## src/rtl/alu_pipe_param.sv

```systemverilog
// Parametrised four-stage register-bank ALU pipeline: capture, execute, writeback, store.
// A single S2->S1 forwarding path lets dependent instructions issue back to back.
module alu_pipe_param #(
    parameter int unsigned DW   = 16,
    parameter int unsigned NREG = 16,
    parameter int unsigned AW   = 8
) (
    input  logic                    clk,
    input  logic                    rst,
    input  logic                    in_valid,
    input  logic [$clog2(NREG)-1:0] rs1,
    input  logic [$clog2(NREG)-1:0] rs2,
    input  logic [$clog2(NREG)-1:0] rd,
    input  logic [3:0]              func,
    input  logic [AW-1:0]           addr,
    input  logic                    st,
    output logic [DW-1:0]           zout,
    output logic                    zout_valid,
    output logic                    err,
    input  logic [AW-1:0]           mem_raddr,
    output logic [DW-1:0]           mem_rdata
);

    localparam int unsigned RW    = $clog2(NREG);
    localparam int unsigned Depth = 2 ** AW;

    typedef enum logic [3:0] {
        OpAdd  = 4'd0,
        OpSub  = 4'd1,
        OpMul  = 4'd2,
        OpPasa = 4'd3,
        OpPasb = 4'd4,
        OpAnd  = 4'd5,
        OpOr   = 4'd6,
        OpXor  = 4'd7,
        OpNega = 4'd8,
        OpNegb = 4'd9,
        OpSrl  = 4'd10,
        OpSll  = 4'd11,
        OpSra  = 4'd12,
        OpSla  = 4'd13,
        OpLdi  = 4'd14,
        OpIll  = 4'd15
    } op_e;

    logic [DW-1:0] regbank [NREG];
    logic [DW-1:0] mem     [Depth];

    // S1: captured instruction
    logic          s1_valid;
    logic [RW-1:0] s1_rs1;
    logic [RW-1:0] s1_rs2;
    logic [RW-1:0] s1_rd;
    op_e           s1_func;
    logic [AW-1:0] s1_addr;
    logic          s1_st;

    // S2: executed result
    logic          s2_valid;
    logic [RW-1:0] s2_rd;
    logic [DW-1:0] s2_res;
    logic [AW-1:0] s2_addr;
    logic          s2_st;

    // S3: pending store, data is held in zout
    logic          s3_store;
    logic [AW-1:0] s3_addr;

    logic [DW-1:0] op_a;
    logic [DW-1:0] op_b;
    logic [DW-1:0] alu_res;
    logic          alu_legal;

    // S2 holds the instruction whose regbank write lands on this same edge, so it wins.
    always_comb begin
        op_a = regbank[s1_rs1];
        op_b = regbank[s1_rs2];
        if (s2_valid && (s2_rd == s1_rs1)) begin
            op_a = s2_res;
        end
        if (s2_valid && (s2_rd == s1_rs2)) begin
            op_b = s2_res;
        end
    end

    always_comb begin
        alu_res   = '0;
        alu_legal = 1'b1;
        unique case (s1_func)
            OpAdd:  alu_res = op_a + op_b;
            OpSub:  alu_res = op_a - op_b;
            OpMul:  alu_res = op_a * op_b;
            OpPasa: alu_res = op_a;
            OpPasb: alu_res = op_b;
            OpAnd:  alu_res = op_a & op_b;
            OpOr:   alu_res = op_a | op_b;
            OpXor:  alu_res = op_a ^ op_b;
            OpNega: alu_res = -op_a;
            OpNegb: alu_res = -op_b;
            OpSrl:  alu_res = op_a >> 1;
            OpSll:  alu_res = op_a << 1;
            OpSra:  alu_res = $unsigned($signed(op_a) >>> 1);
            OpSla:  alu_res = op_a << 1;
            OpLdi:  alu_res = DW'(s1_addr);
            OpIll:  alu_legal = 1'b0;
        endcase
    end

    always_ff @(posedge clk) begin
        if (rst) begin
            s1_valid   <= 1'b0;
            s1_rs1     <= '0;
            s1_rs2     <= '0;
            s1_rd      <= '0;
            s1_func    <= OpAdd;
            s1_addr    <= '0;
            s1_st      <= 1'b0;
            s2_valid   <= 1'b0;
            s2_rd      <= '0;
            s2_res     <= '0;
            s2_addr    <= '0;
            s2_st      <= 1'b0;
            s3_store   <= 1'b0;
            s3_addr    <= '0;
            zout       <= '0;
            zout_valid <= 1'b0;
            err        <= 1'b0;
        end else begin
            s1_valid   <= in_valid;
            s1_rs1     <= rs1;
            s1_rs2     <= rs2;
            s1_rd      <= rd;
            s1_func    <= op_e'(func);
            s1_addr    <= addr;
            s1_st      <= st;

            s2_valid   <= s1_valid && alu_legal;
            s2_rd      <= s1_rd;
            s2_res     <= alu_res;
            s2_addr    <= s1_addr;
            s2_st      <= s1_st;
            err        <= s1_valid && !alu_legal;

            s3_store   <= s2_valid && s2_st;
            s3_addr    <= s2_addr;
            zout_valid <= s2_valid;
            if (s2_valid) begin
                zout <= s2_res;
            end
        end
    end

    always_ff @(posedge clk) begin
        if (rst) begin
            for (int i = 0; i < NREG; i++) begin
                regbank[i] <= '0;
            end
        end else if (s2_valid) begin
            regbank[s2_rd] <= s2_res;
        end
    end

    // Contents survive reset; only the write is suppressed on a reset edge.
    always_ff @(posedge clk) begin
        if (!rst && s3_store) begin
            mem[s3_addr] <= zout;
        end
    end

    always_ff @(posedge clk) begin
        if (rst) begin
            mem_rdata <= '0;
        end else begin
            mem_rdata <= mem[mem_raddr];
        end
    end

endmodule

```

## config.mk

```make
export PLATFORM = sky130hd
export DESIGN_NAME = alu_pipe_param
export DESIGN_NICKNAME = d
export VERILOG_FILES = /design/src/rtl/alu_pipe_param.sv
export SDC_FILE = /design/constraint.sdc
export NUM_CORES = 2
export LEC_CHECK = 0
export CAP_MARGIN = 20
export CORE_UTILIZATION = 60
export DETAILED_ROUTE_END_ITERATION = 16
export PLACE_DENSITY = 0.76
export RECOVER_POWER = 100
export SLEW_MARGIN = 20
export SYNTH_ARGS = -nofsm -noshare
export SYNTH_HDL_FRONTEND = slang
export SYNTH_MEMORY_MAX_BITS = 65536
export SYNTH_SLANG_ARGS = --single-unit
```

## constraint.sdc

```tcl
create_clock -name clk -period 8 [get_ports clk]
set_input_delay 2 -clock clk [delete_from_list [all_inputs] [get_ports clk]]
set_output_delay 2 -clock clk [all_outputs]
set_load 0.01 [all_outputs]
```

==> metrics.txt <==
outcome finished with violations; failing checks capacitance limit, slew limit, setup timing; CTS clock-pin slew for the worst setup and hold paths 0.07 ns; Root Driver clkbuf_16; die area between 300000 and 400000 um2; asr flop ratio synth 0; hold crit path type reg -> reg; CTS tree done; worst r2r path cells 3; Netlist cell types 79; initial antenna violation count 48; Critical R2R Launch zout[14]; achievable clock frequency between 100 and 150 MHz; Detail Placement HPWL about 280 mm; Layout area overhead 11.9%; Setup Skew ~0.11 ns; Syn Inst Count approximately 8200; routed wl met2 between 200 and 250 mm; # port buffers around 70; Lkg Pwr 64.3 nW; RSZ-0062 raised after global routing false; Wirelength per Cell 38.6 um; TritonCTS buffer count about 430; Die X ~550 um; final core occ 0.677; H-Tree Depth 5; clock insertion delay at the later pin of the skew report 1.01 ns; hold_sp s2_addr[6]; Final Hold Viols 0; IO Pins 70; # rows 200; Residual DRC 0; Die Height between 500 and 600 um; ratio of cells with drive above 1 in the final layout 0.268; Tot GR Track Use 0.336; Flop pwr share 0.503; final RePlAce weighted congestion about 0.92; DR vias a little over 90000; Slew @ Worst Pin around 6.7 ns; Final nets around 8900; dpl cells approximately 12000; top layer reached by signal wires met5; Tcrit/Tclk final 1.01; worst flop-to-flop path endpoint mem[242][14]; first-pass GRT wire length just over 700 mm; proportion of netlist area held by the largest area contributor 0.726; min cycle time layout slightly above 8 ns; Setup Crit Path Kind reg -> reg; internal power contribution 39.5 mW; crit path DAT around 8.7 ns; Detail Route Antenna Nets 0; peak supply drop 0.267 mV; top cells by area, synth edfxtp_1 73%, mux4_2 19%, dfxtp_1 1.1%; wl on met1 about 170 mm; final setup margin -0.0551 ns; initial DRC count 14412; switching portion of total power 0.233; CTS sink cnt 4451; drt first pass iters 7; final wirelength about 500 mm; CP Data Required Time between 8 and 9 ns; vias in the first global route 93120; clock network power share 0.405; largest net degree at the start of global routing 213; Starting Density 0.605; core area a little under 300000 um2; fin. max-slew vios 5079; sequential cell area fraction in the yosys report 0.737; Critical Path Start Type flop; Main synth FF type edfxtp_1; non-filler cells, final around 13000; grt total ovfl 0; Setup violations, final 63; Hold Path End s3_addr[6]; EDFF count, synth 4352; Hold Path Stages 1; Net Switching ~12 mW; # fillers 17623; crit path max fanout 96; vias per std cell roughly 7; commonest cells in the synthesized netlist 4352 x edfxtp_1, 1509 x mux4_2, 408 x nor2_1; Post-Syn Area ~180000 um2; P per Cell Area roughly 260 nW/um2; Rel. slew slack -3.46; CTS max path bufs 4; cell with the most instances after synthesis edfxtp_1; max cap viols 129; r2r setup slk -0.06 ns; syn avg cell area 22.0 um2; #FFs+latches synth about 4500; dominant cell type by area after synthesis edfxtp_1; WL met3 between 60 and 70 mm; Ys Warns 0; syn_nets between 8000 and 9000; CP endpoint kind flop; combinational share of power 0.092
==> per-stage QoR <==
step	cell area (um2)	total power [mW]	setup slack [ns]	setup TNS (ns)	hold WS, ns
2_1_floorplan	180000	29.2	1.13	0	0.406
3_3_place_gp	188000	30.9	0.306	0	0.447
3_5_place_dp	188000	30.9	0.210	0	0.423
4_1_cts	203000	51.4	0.136	0	0.460
5_1_grt	201000	52.7	0.00240	0	0.467
6_report	201000	51.5	-0.0551	-1.62	0.462
==> cell families after synthesis <==
| logic type | after synthesis | share of synthesized area |
|---|---|---|
| AO/OA/AOI/OAI | 175 | 0.00645 |
| XOR/XNOR | 87 | 0.00447 |
| adder cells (fa/ha/maj) | 179 | 0.0158 |
| buffers and inverters | 672 | 0.0146 |
| flip-flops | 4451 | 0.737 |
| multiplexers | 1573 | 0.194 |
| AND/OR/NAND/NOR | 1028 | 0.0275 |
==> flip-flops by register name (all words and copies together), names as in the netlist, 8 cells and up <==
register	cells
s3_addr	8
s1_addr	8
mem	4096
regbank	256
s2_addr	8
mem_rdata	16
s2_res	16
zout	16
==> worst max-delay path by stage <==
stage	from	to	slack, ns	cells past startpoint
5_1_grt	s1_rs1[0]	s2_res[15]	0.002	31
3_3_place_gp	s1_rs1[0]	s2_res[15]	0.31	28
4_1_cts	s1_rs1[0]	s2_res[15]	0.14	28
2_1_floorplan	s1_rs2[3]	s2_res[15]	1.13	25
3_5_place_dp	s1_rs2[0]	s2_res[15]	0.21	30
6_report	zout[14]	mem[242][14]	-0.06	3
==> layout make-up <==
type	instances	area (um2)	area share
flip-flops and latches	4451	133000	0.659
multi-input cells	3042	44700	0.222
clock buffers	526	11300	0.0560
well taps	3939	4930	0.0245
repair buffers	586	3920	0.0194
clock inverters	274	3160	0.0157
inverters	175	657	0.00326
diodes	25	62.6	0.000311
==> what timing repair did <==
| item | 4_1_cts | 5_1_grt |
|---|---|---|
| buffers inserted | 0 | 11 |
| resized for setup | 0 | 4 |
| hold buffers | 0 | 0 |
| setup endpoints to repair | 0 | 3 |
==> layout by cell type, fill, tap and decap left out, types with 14 or more instances in the layout <==
cell type and n:
or2_0 16, a21oi_1 47, nor2_2 26, diode_2 25
nor2_1 383, edfxtp_1 4352, inv_1 154, mux2i_1 36
nor4_1 21, and2_1 99, and2_0 95, bufinv_16 58
nor3_1 68, buf_12 42, clkbuf_16 433, nor2b_1 82
clkdlybuf4s50_1 28, nand2_1 147, clkinvlp_4 14, nand4_1 14
nand3_1 38, dfxtp_1 94, fa_1 81, clkbuf_1 400
dlygate4sd3_1 34, ha_1 98, clkinv_2 82, clkinv_1 96
a221oi_1 15, xnor2_1 75, o21ai_0 33, buf_4 144
mux4_2 1509
==> routing by layer <==
metal / vias up / GRT usage
met5: - / 0
met4: 28 / 0.160
met3: 1337 / 0.0781
met2: 7479 / 0.524
met1: 47787 / 0.457
li1: 35085 / -
==> power groups by stage <==
stage	Sequential (mW)	Clock, mW	Combinational (mW)
detailed placement	26.3	0	4.62
floorplan	26.3	0	2.90
finish	25.9	20.8	4.73
CTS	25.8	20.9	4.68
global route	25.9	21.8	5.01
global placement	26.3	0	4.58
==> critical path, cell delays in order (launching register included) <==
cell and delay, ns:
dfxtp_1 1.54, clkbuf_1 2.40, clkbuf_1 2.34, buf_4 1.03
Power figures use the tool's default switching activity.
